--- config.mk ---
export PLATFORM = sky130hd
export DESIGN_NAME = sweep_gen
export DESIGN_NICKNAME = d
export VERILOG_FILES = /design/src/rtl/mawg_pkg.sv /design/src/rtl/sweep_dwell_cnt.sv /design/src/rtl/sweep_gen.sv
export SDC_FILE = /design/constraint.sdc
export NUM_CORES = 1
export LEC_CHECK = 0
export CELL_PAD_IN_SITES_DETAIL_PLACEMENT = 1
export CELL_PAD_IN_SITES_GLOBAL_PLACEMENT = 1
export CORE_AREA = 8 8 111 214
export DETAILED_ROUTE_END_ITERATION = 12
export DIE_AREA = 0 0 119 222
export DONT_BUFFER_PORTS = 1
export MAX_ROUTING_LAYER = met4
export PLACE_DENSITY_LB_ADDON = 0.1
export SLEW_MARGIN = 20
export SYNTH_ARGS = -nofsm -noshare
export SYNTH_HDL_FRONTEND = slang
export SYNTH_SLANG_ARGS = --single-unit
--- constraint.sdc ---
create_clock -name clk -period 8.5 [get_ports clk]
set_input_delay 0.85 -clock clk [delete_from_list [all_inputs] [get_ports clk]]
set_output_delay 0.85 -clock clk [all_outputs]
set_load 0.01 [all_outputs]
--- src/rtl/mawg_pkg.sv ---
// Shared types and constants for the frequency sweep generator.
// SWEEP_BIDIR_EN adds the DOWN state and the saturating subtractor.
package mawg_pkg;

   localparam int CTRL_W = 32;

`ifdef SWEEP_BIDIR_EN
   typedef enum logic [1:0] {
      ST_IDLE  = 2'd0,
      ST_DWELL = 2'd1,
      ST_DONE  = 2'd2,
      ST_DOWN  = 2'd3
   } sweep_state_t;
`else
   typedef enum logic [1:0] {
      ST_IDLE  = 2'd0,
      ST_DWELL = 2'd1,
      ST_DONE  = 2'd2
   } sweep_state_t;
`endif

   // Carry out of the 33-bit sum means overflow, which also clamps to the limit.
   function automatic logic [CTRL_W-1:0] sat_add(
      input logic [CTRL_W-1:0] a,
      input logic [CTRL_W-1:0] b,
      input logic [CTRL_W-1:0] limit
   );
      logic [CTRL_W:0]   sum;
      logic [CTRL_W-1:0] res;
      sum = {1'b0, a} + {1'b0, b};
      if (sum[CTRL_W] || (sum[CTRL_W-1:0] > limit)) begin
         res = limit;
      end else begin
         res = sum[CTRL_W-1:0];
      end
      return res;
   endfunction

`ifdef SWEEP_BIDIR_EN
   function automatic logic [CTRL_W-1:0] sat_sub(
      input logic [CTRL_W-1:0] a,
      input logic [CTRL_W-1:0] b,
      input logic [CTRL_W-1:0] limit
   );
      logic [CTRL_W:0]   diff;
      logic [CTRL_W-1:0] res;
      diff = {1'b0, a} - {1'b0, b};
      if (diff[CTRL_W] || (diff[CTRL_W-1:0] < limit)) begin
         res = limit;
      end else begin
         res = diff[CTRL_W-1:0];
      end
      return res;
   endfunction
`endif

endpackage

--- src/rtl/sweep_dwell_cnt.sv ---
// Loadable down-counter timing how long each control word is held.
// o_expired is high when the count has reached zero.
module sweep_dwell_cnt #(
   parameter int DWELL_W = 16
) (
   input  logic               clk,
   input  logic               rst,
   input  logic               i_clr,
   input  logic               i_load,
   input  logic [DWELL_W-1:0] i_load_val,
   input  logic               i_dec,
   output logic               o_expired
);

   logic [DWELL_W-1:0] r_count;

   always_ff @(posedge clk) begin
      if (rst || i_clr) begin
         r_count <= '0;
      end else if (i_load) begin
         r_count <= i_load_val;
      end else if (i_dec && (r_count != '0)) begin
         r_count <= r_count - DWELL_W'(1);
      end
   end

   assign o_expired = (r_count == '0);

endmodule

--- src/rtl/sweep_gen.sv ---
// Stepped frequency sweep generator feeding an NCO control word.
// Define SWEEP_BIDIR_EN for an up-then-down round trip instead of up-only.
module sweep_gen
   import mawg_pkg::*;
#(
   parameter int DWELL_W = 16
) (
   input  logic               clk,
   input  logic               rst,
   input  logic [CTRL_W-1:0]  start_word,
   input  logic [CTRL_W-1:0]  stop_word,
   input  logic [CTRL_W-1:0]  step_word,
   input  logic [DWELL_W-1:0] dwell,
   input  logic               go,
   input  logic               abort,
   output logic [CTRL_W-1:0]  ctrl,
   output logic               busy,
   output logic               done
);

   sweep_state_t       r_state;
   logic [CTRL_W-1:0]  r_ctrl;
   logic               r_busy;
   logic               r_done;
   logic [CTRL_W-1:0]  r_start;
   logic [CTRL_W-1:0]  r_stop;
   logic [CTRL_W-1:0]  r_step;
   logic [DWELL_W-1:0] r_dwell;

   logic               w_expired;
   logic               w_cnt_load;
   logic               w_cnt_dec;
   logic               w_cnt_clr;
   logic [DWELL_W-1:0] w_dwell_src;
   logic [DWELL_W-1:0] w_load_val;
   logic               w_sweep_null;
   logic               w_at_stop;
   logic [CTRL_W-1:0]  w_up_next;
`ifdef SWEEP_BIDIR_EN
   logic               w_at_start;
   logic [CTRL_W-1:0]  w_dn_next;
`endif

   // A sweep with no step or an empty range holds start for one dwell, then ends.
   assign w_sweep_null = (r_step == '0) || (r_start >= r_stop);
   assign w_at_stop    = (r_ctrl == r_stop);
   assign w_up_next    = sat_add(r_ctrl, r_step, r_stop);
`ifdef SWEEP_BIDIR_EN
   assign w_at_start   = (r_ctrl == r_start);
   assign w_dn_next    = sat_sub(r_ctrl, r_step, r_start);
`endif

   // dwell=0 behaves as dwell=1: the counter holds max(dwell,1)-1.
   assign w_load_val = (w_dwell_src == '0) ? '0 : (w_dwell_src - DWELL_W'(1));

   always_comb begin
      w_cnt_load  = 1'b0;
      w_cnt_dec   = 1'b0;
      w_cnt_clr   = 1'b0;
      w_dwell_src = r_dwell;
      case (r_state)
         ST_IDLE: begin
            if (go) begin
               w_cnt_load  = 1'b1;
               w_dwell_src = dwell;
            end
         end
         ST_DWELL: begin
            if (abort) begin
               w_cnt_clr = 1'b1;
            end else if (w_expired) begin
`ifdef SWEEP_BIDIR_EN
               w_cnt_load = !w_sweep_null;
`else
               w_cnt_load = !(w_sweep_null || w_at_stop);
`endif
            end else begin
               w_cnt_dec = 1'b1;
            end
         end
`ifdef SWEEP_BIDIR_EN
         ST_DOWN: begin
            if (abort) begin
               w_cnt_clr = 1'b1;
            end else if (w_expired) begin
               w_cnt_load = !w_at_start;
            end else begin
               w_cnt_dec = 1'b1;
            end
         end
`endif
         ST_DONE: begin
            w_cnt_clr = abort;
         end
         default: begin
            w_cnt_clr = 1'b1;
         end
      endcase
   end

   sweep_dwell_cnt #(
      .DWELL_W (DWELL_W)
   ) u_dwell_cnt (
      .clk        (clk),
      .rst        (rst),
      .i_clr      (w_cnt_clr),
      .i_load     (w_cnt_load),
      .i_load_val (w_load_val),
      .i_dec      (w_cnt_dec),
      .o_expired  (w_expired)
   );

   always_ff @(posedge clk) begin
      if (rst) begin
         r_state <= ST_IDLE;
         r_ctrl  <= '0;
         r_busy  <= 1'b0;
         r_done  <= 1'b0;
         r_start <= '0;
         r_stop  <= '0;
         r_step  <= '0;
         r_dwell <= '0;
      end else begin
         r_done <= 1'b0;
         case (r_state)
            ST_IDLE: begin
               if (go) begin
                  r_start <= start_word;
                  r_stop  <= stop_word;
                  r_step  <= step_word;
                  r_dwell <= dwell;
                  r_ctrl  <= start_word;
                  r_busy  <= 1'b1;
                  r_state <= ST_DWELL;
               end
            end
            ST_DWELL: begin
               if (abort) begin
                  r_state <= ST_IDLE;
                  r_ctrl  <= '0;
                  r_busy  <= 1'b0;
               end else if (w_expired) begin
`ifdef SWEEP_BIDIR_EN
                  if (w_sweep_null) begin
                     r_state <= ST_DONE;
                     r_busy  <= 1'b0;
                     r_done  <= 1'b1;
                  end else if (w_at_stop) begin
                     r_state <= ST_DOWN;
                     r_ctrl  <= w_dn_next;
                  end else begin
                     r_ctrl  <= w_up_next;
                  end
`else
                  if (w_sweep_null || w_at_stop) begin
                     r_state <= ST_DONE;
                     r_busy  <= 1'b0;
                     r_done  <= 1'b1;
                  end else begin
                     r_ctrl  <= w_up_next;
                  end
`endif
               end
            end
`ifdef SWEEP_BIDIR_EN
            ST_DOWN: begin
               if (abort) begin
                  r_state <= ST_IDLE;
                  r_ctrl  <= '0;
                  r_busy  <= 1'b0;
               end else if (w_expired) begin
                  if (w_at_start) begin
                     r_state <= ST_DONE;
                     r_busy  <= 1'b0;
                     r_done  <= 1'b1;
                  end else begin
                     r_ctrl  <= w_dn_next;
                  end
               end
            end
`endif
            ST_DONE: begin
               r_state <= ST_IDLE;
               if (abort) begin
                  r_ctrl <= '0;
               end
            end
            default: begin
               r_state <= ST_IDLE;
               r_ctrl  <= '0;
               r_busy  <= 1'b0;
            end
         endcase
      end
   end

   assign ctrl = r_ctrl;
   assign busy = r_busy;
   assign done = r_done;

endmodule

* Word level (Yosys, flattened, before mapping)
Cells that the tools add are included.
** Word-level totals
- Output and inout bits :: 34
- Bits of input ports :: 116
- Logic and storage cells :: 74
- Register bits :: 164
** Operators by class
- Add/sub/neg operators :: 3
- Order comparisons :: 2
- Multiplexer cells :: 32
- Bitwise logic cells :: 3
- Eq/ne operators :: 8
- Reductions and logical operators :: 17
** Operators by type and width (count)
- two-way mux 32 bit :: 6
- one-hot mux 32 bit (3 select lines) :: 1
- two-way mux 16 bit :: 5
- adder 32 x 32 -> 33 bit :: 1
- == test 32 bit :: 1
- >= comparator 32 bit :: 1
- greater-than comparator 32 bit :: 1
- logical NOT 16 bit :: 2
- logical NOT 32 bit :: 1
- subtractor 16 x 1 -> 16 bit (second input constant) :: 2
- nonzero test 16 bit :: 1
- two-way mux 1 bit :: 12
- two-way mux 2 bit :: 4
- AND reduction 4 bit :: 2
- inequality test 3 bit (second input constant) :: 2
- one-hot mux 1 bit (3 select lines) :: 2
- logical OR 1 bit :: 4
- inequality test 2 bit (second input constant) :: 2
- one-hot mux 2 bit (2 select lines) :: 1
- OR reduction 4 bit :: 1
- inequality test 3 x 2 -> 1 bit (second input constant) :: 1
- NOT 1 bit :: 3
- AND reduction 3 bit :: 1
- == test 2 x 1 -> 1 bit (second input constant) :: 1
- 7 further kinds :: 7

* Logic depth before layout (Yosys ltp)
Gate-level depths: netlist of run 1.
- Depth after elaboration :: 8
- Depth in mapped cells :: 21
- Depth with buffers taken out :: 19

* Modules after synthesis
From an unflattened synthesis of run 1, not the netlist that was laid out.
** Unflattened totals
- Cell total of the unflattened synthesis :: 1352
- Area, all modules :: 10661.5 um2
** By module, submodules not included
- sweep_gen :: instances 1, area each 9590.4 um2, cells an instance 1217, seq. area each 2962.8 um2
- sweep_dwell_cnt :: instances 1, area each 1071.0 um2, cells an instance 135, seq. area each 320.3 um2

* Worst setup path after synthesis of run 1
OpenSTA, ideal clock, no wires.
- Kind :: register -> register
- Start :: register r_ctrl[0], in the netlist ctrl[0]
- End :: register r_ctrl[0], in the netlist ctrl[0]
- Stages on the path, launching flop included :: 22
- Buffers on the path :: 2
- Required time :: 8.366 ns
- Arrival time :: 4.357 ns
- Clock period less this slack :: 4.491 ns
- Library setup time :: 0.134 ns
- Setup slack :: 4.009 ns
- Cells stage by stage :: dfxtp_1 -> ha_1 -> inv_1 -> fa_1 -> nand2b_1 -> a21o_1 -> a211oi_1 -> nor2_1 -> o41a_1 -> o21ba_2 -> xnor2_1 -> ha_1 -> nand4_1 -> nor3_1 -> nand2_1 -> a31oi_1 -> o22ai_1 -> o211ai_1 -> buf_4 -> clkbuf_1 -> mux2i_1 -> o221ai_1
** Between the ends
- Word-level cells in the longest chain between the ends :: 8
- Elaborated cells between the ends (all ways) :: 12
- Those cells by class :: add/sub: 1; order compare: 1; eq/ne: 2; mux: 5; reduce/logical: 3
** RTL lines
- start, declared :: line sweep_gen.sv:22 : logic [CTRL_W-1:0] r_ctrl;
- start signal, assigned :: line sweep_gen.sv:132 : r_ctrl <= start_word;
- start signal, assigned :: line sweep_gen.sv:160 : r_ctrl <= w_up_next;
- adder 32 x 32 -> 33 bit :: line mawg_pkg.sv:30 : sum = {1'b0, a} + {1'b0, b};
- greater-than comparator 32 bit :: line mawg_pkg.sv:31 : if (sum[CTRL_W] || (sum[CTRL_W-1:0] > limit)) begin
- logical OR 1 bit :: line mawg_pkg.sv:31
- two-way mux 32 bit :: line mawg_pkg.sv:31
- two-way mux 32 bit :: line sweep_gen.sv:155 : if (w_sweep_null || w_at_stop) begin
- two-way mux 32 bit :: line sweep_gen.sv:142 : end else if (w_expired) begin
- two-way mux 32 bit :: line sweep_gen.sv:138 : if (abort) begin
- one-hot mux 32 bit (3 select lines) :: line sweep_gen.sv:125 : case (r_state)
Parallel ways exist; a longest one is shown, timed or not. The select of a mux whose other input is x is not followed.
A chain may end at the register's enable or synchronous reset.

* Worst setup path after layout of run 1
- Start :: register r_ctrl[21], in the netlist ctrl[21]
- End :: register r_ctrl[18], in the netlist ctrl[18]
Same word-level chain as after synthesis.

==> results, run 1 <==
- The HPWL after detailed placement is roughly 30000 um.
- For the final routed database, the setup TNS stands at 0 ps.
- In this run the standard cell core region covers ~21000 sq um.
- The minimum period implied by the final worst setup slack is just over 5000 ps.
- The register share of total power is 0.281.
- The relative max-transition margin is 0.282.
- The final number of hold-violating endpoints is 0.
- In this design, the critical path's most frequently occurring cell is ha_1.
- The internal power summed over all cells is roughly 2.4 mW.
- Port buffering added 0 buffers.
- After clock tree synthesis, the clock-pin slew on the worst setup and hold paths is ~60 ps.
- The count of nets after finishing is between 1500 and 2000.
- The first detailed-routing pass took 4 iterations.
- Sorting the synthesized cells by area gives the leading types as dfxtp_1 31%, ha_1 12%, nand2_1 9.4%, a21oi_1 7.6%, xnor2_1 5.4%.
- The clock reaches the later pin of the worst-skew pair after about 450 ps.
- The critical path class is flop to flop.
- In this run the register-to-register setup slack is ~3400 ps.
- The worst hold path terminates at r_start[31]$_SDFFE_PP0P_.
- The async set or reset register ratio after synthesis is 0.
- The power share of the clock group is 0.181.
- The adder-cell area share of the yosys netlist is 0.121.
- Of all nets on the critical path, the largest fanout is 21.
- Synthesis produced around 1300 cells.
- The routed design has 37700 um of wire.
- The share of synthesized area occupied by flip-flops and latches is 0.309.
- For this run, the top clock speed supported by timing is about 200 MHz.
- The leading area contributor after synthesis is dfxtp_1.
- The startpoint identified for the worst register-to-register timing path is ctrl[21]$_SDFFE_PP0P_.
- The first global-routing pass estimated between 50000 and 60000 um of wire.
- The total CTS buffers is 17.
- The endpoint of the worst-slack reg-to-reg timing path is ctrl[18]$_SDFFE_PP0P_.
- The synthesized design contains approximately 160 register bits.
- The area fraction in compound gates after synthesis was 0.208.
- The post-synthesis cell type count is 66.
- The die covers 26400 sq um.
- The TritonCTS clock tree is done.
- The xor-xnor portion of the synthesized cell area is 0.0725.
- The TritonCTS sink count is about 160.
- STA classifies the critical path endpoint as a flop.
- STA classifies the critical path startpoint as a flop.
- Global routing finished with a remaining overflow of 0.
- The post-CTS repair timing setup buffer count is 0.
- The total of cells resized after clock tree synthesis is 0.
- The startpoint identified for the worst hold timing path is r_start[31]$_SDFFE_PP0P_.
- The switching power share of the total is 0.469.
- The via density per instance is 6.14.
- The wire length per cell after detailed routing is about 24 um.
- On the critical path the largest part of the delay comes from compound AO/OA/AOI/OAI gates.
- The antenna diode instance count is 0.
- After the first detailed-routing iteration, the DRC count stood at 375.
- The remaining design rule violation count is 0.
- The max-slew violation count is 0.
- On the critical path, the stage with the largest delay is an instance of dfxtp_1.
- The most used flip-flop cell after synthesis is dfxtp_1.
- No sink is reached through more buffers than the 2 on the longest clock path.
- The cts-stage hold buffer count is 0.
- The synthesized netlist occupies a cell area of 10600 sq um.
- Synthesis produced a netlist with a net count of 1564.
- The reported leakage power is about 4.6 nW.
- The signed area change from the synthesized netlist to the final layout is 7.09%.
- Data arrives at the worst endpoint at about 5400 ps.
- The required time of the critical path is 8790 ps.
- In this run the mean area of a mapped cell was about 8 sq um.
- Dividing total power by cell area gives a power density of about 400 nW/um^2.
- The run finished with clean final reports.
- After synthesis, the share of cell area in mux cells is 0.0388.
- The number of warnings reported in the yosys synthesis log is 0.
- The fill cell instance count of the final layout is 2595.
- The worst hold path was traced through 2 stages.
- The initial utilization of the core area, before any placement, comes to 0.508.
- In the layout the commonest cells are 264 x nand2_1, 164 x dfxtp_1, 161 x a21oi_1.
- The period utilization is 0.599.
- The synthesized-area fraction occupied by and/or/nand/nor cells is 0.196.
- The detailed-route via count is 9770.
- In this run the number of H-tree levels came out at 4.
- The share of post-route cells with drive strength above 1 is 0.0439.
- VDD sags by at most 268 uV.
- Setup repair after global routing left no endpoint under its margin.
- The number of routed nets with antenna violations is 0.
- The cell at the root of the clock tree is clkbuf_16.
- The worst setup skew after layout is 11.0 ps.
- The weighted congestion reported at the end of routability-driven placement is just under 1.
- The total routing usage reported by global routing is 0.292.
- By area, the combinational part of the netlist is dominated by compound AO/OA/AOI/OAI gates.
- The number of failing setup endpoints in the final timing report is 0.
- The most frequent standard cell in the layout excluding fill and tap cells is nand2_1.
- In this run the horizontal extent of the chip is between 100 and 150 um.
- Pin placement for this block handled 150 I/O pins.
- The proportion of power drawn by combinational gates is 0.538.
- The initial antenna violation count was 0.
- The number of max-capacitance violations reported is 0.
- The number of enable-type register cells in the synthesized netlist is 0.
- For the pin with the worst max-slew slack, the measured transition is 1080 ps.
- The signal on the critical path passes through ha_1 -> a21oi_1 -> o21ai_0 -> or2_2 -> nor4_1 -> o31ai_1 -> a221oi_1 -> xnor2_1 -> ha_1 -> nand4_1 -> nor3_1 -> nand2_1 -> a31oi_1 -> o22ai_1 -> o211ai_1 -> buf_4 -> mux2i_1 -> o221ai_1.
- The combined buffer and inverter count along the critical path is 1.
- The via count of the first global-routing pass is about 11000.
- For this run, the slowest stage of the critical path takes 490 ps.
- The logic depth of the worst register-to-register path is 18.
- The maximum number of pins on one net before global-route repair is roughly 120.
- The analysis attributes to net switching a power of roughly 2.1 mW.
- The power after layout is ~4.5 mW.
- The die is 222 um tall.
- Row generation in the floorplan step produced 75 rows.
- The share of synthesized area in the top cell type comes to 0.309.
- The worst hold path class is flop to flop.
==> how the worst max path moves through the flow <==
| stage | slack (ps) | cells past startpoint | end | from |
|---|---|---|---|---|
| global placement | 3540 | 18 | ctrl[19]$_SDFFE_PP0P_ | ctrl[19]$_SDFFE_PP0P_ |
| finish | 3410 | 18 | ctrl[18]$_SDFFE_PP0P_ | ctrl[21]$_SDFFE_PP0P_ |
| CTS | 3440 | 18 | ctrl[18]$_SDFFE_PP0P_ | ctrl[1]$_SDFFE_PP0P_ |
| floorplan | 4010 | 21 | ctrl[0]$_SDFFE_PP0P_ | ctrl[0]$_SDFFE_PP0P_ |
| global route | 2990 | 18 | ctrl[18]$_SDFFE_PP0P_ | ctrl[19]$_SDFFE_PP0P_ |
| detailed placement | 3490 | 18 | ctrl[3]$_SDFFE_PP0P_ | ctrl[21]$_SDFFE_PP0P_ |
==> worst register-to-register path, stage by stage (launching register included) <==
cell and delay (ps):
dfxtp_1 490, ha_1 410, a21oi_1 180, o21ai_0 150, or2_2 340, nor4_1 450
o31ai_1 250, a221oi_1 390, xnor2_1 180, ha_1 360, nand4_1 140, nor3_1 260
nand2_1 100, a31oi_1 160, o22ai_1 110, o211ai_1 130, buf_4 400, mux2i_1 280
o221ai_1 130
==> metrics by stage <==
stage / cells / worst slack (ps) / util / hold WS [ps] / instance area (sq um)
2_1_floorplan: 1346 / 4010 / - / 436 / 10600
3_3_place_gp: 1558 / 3540 / 0.515 / 440 / 10800
3_5_place_dp: 1558 / 3490 / 0.515 / 452 / 10800
4_1_cts: 1590 / 3440 / 0.544 / 444 / 11400
5_1_grt: 1590 / 2990 / 0.544 / 457 / 11400
6_report: 1590 / 3410 / 0.544 / 461 / 11400
==> logic make-up (layout without fill, tap and decap cells) <==
family | count (synthesis) | after routing
AND/OR/NAND/NOR | 461 | 461
AO/OA/AOI/OAI | 344 | 344
flip-flops | 164 | 164
buffers and inverters | 147 | 122
adder cells (fa/ha/maj) | 102 | 102
XOR/XNOR | 88 | 88
multiplexers | 40 | 40
==> metal layers <==
| metal | track usage | vias to the layer above | part of all wire |
|---|---|---|---|
| met1 | 0.253 | 4742 | 0.34 |
| met2 | 0.554 | 250 | 0.56 |
| met3 | 0.0650 | 96 | 0.047 |
| li1 | - | 4682 | - |
| met5 | - | - | 0 |
| met4 | 0.167 | 0 | 0.053 |
==> state kept, by name (all words and copies together) (netlist names) <==
signal / cells
busy: 1
ctrl: 32
done: 1
r_dwell: 16
r_start: 32
r_state: 2
r_step: 32
r_stop: 32
u_dwell_cnt.r_count: 16
==> synthesized netlist by cell type (11+ instances only) <==
master      n
xor2_1     22
a211oi_1   15
ha_1      101
o31ai_1    12
nor4_1     14
a21oi_1   161
nor2_1     64
dfxtp_1   164
o221ai_1   26
nand3_1    20
clkbuf_1   60
inv_1      82
a21o_1     16
o21ai_0    30
mux2i_1    39
nor3_1     12
o211ai_1   11
xnor2_1    66
nand2_1   265
nand4_1    26
==> area by class of cell <==
cell class              count  area [sq um]  share of cell area
repair buffers              8          60.1             0.00527
well taps                 269           337              0.0295
flip-flops and latches    164          3280               0.288
clock inverters            11           149              0.0131
multi-input cells        1035          6790               0.596
clock buffers              21           470              0.0413
inverters                  82           308              0.0270
==> power by group through the flow <==
| stage | clock, mW | sequential [mW] | combinational, mW |
|---|---|---|---|
| 3_3_place_gp | 0 | 1.28 | 2.33 |
| 4_1_cts | 0.834 | 1.27 | 2.44 |
| 5_1_grt | 0.857 | 1.30 | 2.69 |
| 2_1_floorplan | 0 | 1.17 | 1.81 |
| 6_report | 0.820 | 1.27 | 2.44 |
| 3_5_place_dp | 0 | 1.29 | 2.41 |
Note: power is estimated with default switching activity, not from simulation.
==> run 2: changes to the inputs <==
--- a/config.mk
+++ b/config.mk
@@ -7,9 +7,9 @@
 export LEC_CHECK = 0
 export CELL_PAD_IN_SITES_DETAIL_PLACEMENT = 1
 export CELL_PAD_IN_SITES_GLOBAL_PLACEMENT = 1
-export CORE_AREA = 8 8 111 214
+export CORE_AREA = 8 8 121 234
 export DETAILED_ROUTE_END_ITERATION = 12
-export DIE_AREA = 0 0 119 222
+export DIE_AREA = 0 0 129 242
 export DONT_BUFFER_PORTS = 1
 export MAX_ROUTING_LAYER = met4
 export PLACE_DENSITY_LB_ADDON = 0.1
==> constraint.sdc (replaced) <==
create_clock -name clk -period 4.6 [get_ports clk]
set_input_delay 0.46 -clock clk [delete_from_list [all_inputs] [get_ports clk]]
set_output_delay 0.46 -clock clk [all_outputs]
set_load 0.01 [all_outputs]
==> run 2 against run 1 <==
Against the previous run: cell area is 6.1% higher; via count up 2.4%; highest routed layer unchanged; power is 100% higher; register-to-register slack lost 3200 ps; sequential power is 71% higher; routed wire length rose by 4.9%; maximum frequency grew 16%; sequential share of layout area down 1.6 points; critical endpoint is now ctrl[2]$_SDFFE_PP0P_; final cell count grew 8.6%.
==> results, run 2 (synthesis results as in run 1) <==
- The flow ran to the end, and the final reports show no timing, DRC or antenna violations.
- The total CTS buffers is 17 (unchanged).
- The max-slew violation count is 0 (unchanged).
- The period utilization is 0.956 (+0.357).
- The via density per instance was 5.80 (-5.7%).
- The number of core rows came to 83 (+11%).
- The overall die width is 129 um (+8.4%).
- The maximum operating frequency came to 227 MHz (+16%).
- The area occupied by multi-input gates is 6880 sq um (+1.4%).
- In this run the worst hold path is classified as input pin to flop.
- The total cell area at the placement stage is 11300 sq um (+5.2%).
- The cts-stage hold buffer count came to 0 (unchanged).
- The maximum VDD drop is 378 uV (+41%).
- The maximum number of pins on one net before global-route repair came to 121 (unchanged).
- The total power per unit cell area came to 750 nW/um^2 (+88%).
- The required time of the critical path is 4920 ps (-3870 ps).
- TritonCTS built the clock tree.
- The antenna diode instance count is 0 (unchanged).
- The detailed-router iteration count before antenna repair is 5 (+1).
- The detailed-route via count is 10000 (+2.4%).
- The wire length per cell after detailed routing is 22.9 um (-3.3%).
- The initial standard-cell utilization of the core came to 0.418 (-0.0902).
- The layer carrying the most global-route usage is met2.
- The clock input transition at the sequential cells of the worst setup and hold paths came to 70 ps (about the same).
- The core area is 25400 sq um (+22%).
- The least setup slack across all paths after layout is 202 ps (-3210 ps).
- The number of standard cells in the layout, taps in and fillers out is 1726 (+8.6%).
- The met1 capacity usage during global routing is 0.293 (+0.0397).
- The arrival time of data at the critical path endpoint is 4720 ps (-660 ps).
- The power after layout is 9.07 mW (+100%).
- The reported leakage power is 4.99 nW (+7.9%).
- The critical path class is flop to flop.
- The routing usage on met2 is 0.449 (-0.105).
- The global-route met3 utilization came to 0.0463 (-0.0187).
- The share of post-route cells with drive strength above 1 is 0.102 (+0.0578).
- The HPWL after detailed placement is 31600 um (+7.9%).
- The residual overflow from global routing is 0 (unchanged).
- The tree is rooted in a clkbuf_16.
- STA classifies the critical path startpoint as a flop.
- The minimum period implied by the final worst setup slack came to 4400 ps (-693 ps).
- The post-placement setup slack is -143 ps (-3630 ps).
- The number of placed cells counting well taps is 1690 (+8.5%).
- The number of ports placed on the die boundary is 150 (unchanged).
- The worst-path maximum fanout was 9 (-57%).
- The number of DRC violations after detailed-routing iteration 0 came to 563 (+50%).
- The initial antenna violation count is 0 (unchanged).
- The via count of the first global-routing pass is 10600 (-1.1%).
- The number of failing setup endpoints in the final timing report is 0 (unchanged).
- The clock network latency to the later pin of the worst-skew pair is 460 ps (about the same).
- In the layout the commonest cells are 264 x nand2_1, 163 x dfxtp_1, 158 x a21oi_1.
- The die footprint was 31200 sq um (+18%).
- The number of routed nets with antenna violations was 0 (unchanged).
- The post-route setup TNS is 0 ps (unchanged).
- The transition at the pin with the smallest max-transition slack was 915 ps (-162 ps).
- The number of max-capacitance violations reported was 0 (unchanged).
- The maximum buffer depth of the clock tree is 2 (unchanged).
- STA classifies the critical path endpoint as a flop.
- The final wirelength is 39600 um (+4.9%).
- The most frequent standard cell in the layout excluding fill and tap cells is nand2_1.
- The die height is 242 um (+9.0%).
- The number of H-tree levels came to 4 (unchanged).
- The remaining design rule violation count was 0 (unchanged).
- The weighted congestion reported at the end of routability-driven placement is 0.926 (-5.9%).
- The flip-flop and latch area came to 3280 sq um (about the same).
- The final instance area was 12100 sq um (+6.1%).
- The signed area change from the synthesized netlist to the final layout is 13.6%.
- The count of nets after finishing is 1591 (+4.3%).
- The global-route wire length before repair is 61400 um (+5.3%).
- The relative max-transition margin is 0.374 (+0.0923).
- The final number of hold-violating endpoints is 0 (unchanged).
- The fill cell instance count of the final layout came to 3098 (+19%).
- The number of buffers added on ports is 0 (unchanged).
- The total routing usage reported by global routing is 0.264 (-0.0275).
- The TritonCTS sink count was 164 (unchanged).
- The worst setup skew after layout was 10.3 ps (-0.745 ps).
## run 2: what timing repair did
item	4_1_cts	5_1_grt
gates resized for setup	6	19
buffers inserted	0	4
pin swaps	1	8
setup endpoints to repair	32	32
## run 2: final cells by class
| class | instances | share of cell area |
|---|---|---|
| Sequential cell | 164 | 0.272 |
| Clock inverter | 11 | 0.0123 |
| Tap cell | 340 | 0.0352 |
| Multi-Input combinational cell | 1035 | 0.570 |
| Timing Repair Buffer | 73 | 0.0467 |
| Inverter | 82 | 0.0255 |
| Clock buffer | 21 | 0.0389 |
## run 2: worst paths after layout
| check | endpoint | cells after the start | startpoint | slack, ps |
|---|---|---|---|---|
| max | ctrl[2]$_SDFFE_PP0P_ | 21 | r_step[0]$_SDFFE_PP0P_ | 200 |
| min | r_stop[4]$_SDFFE_PP0P_ | 1 | rst | 70 |
| max reg2reg | ctrl[2]$_SDFFE_PP0P_ | 21 | r_step[0]$_SDFFE_PP0P_ | 200 |
| min reg2reg | r_start[0]$_SDFFE_PP0P_ | 2 | r_start[0]$_SDFFE_PP0P_ | 460 |
## run 2: worst max-delay path: stages, from the launching register on
cell      delay [ps]
dfxtp_2          350
ha_2             190
inv_1             50
fa_2             350
nand2b_4         160
a21o_4           230
a211oi_2         230
nor2_2           100
o41a_1           440
buf_4            160
xnor2_2          150
ha_1             300
nand4_1          150
nor3_2           220
nand2_1          100
a31oi_1          150
o22ai_1           90
o211ai_1         140
buf_4            200
buf_12           140
mux2i_2          210
o221ai_1         130
## run 2: metal layers
metal / routed length, um / vias up
li1: - / 4816
met1: 16500 / 4929
met2: 20100 / 192
met3: 1610 / 67
met4: 1420 / 0
met5: 0 / -
## run 2: power breakdown
group	internal (mW)	switching, mW	total (mW)	leakage [nW]
registers	1.79	0.380	2.17	1.35
clock network	0.900	0.645	1.54	0.296
logic	2.16	3.19	5.35	3.35
## run 2: metrics by stage
step,hold slack (ps),utilization
after floorplan,436,-
after global placement,438,0.445
after detailed placement,449,0.445
after CTS,58.7,0.471
after global routing,62.5,0.475
final,70.9,0.475
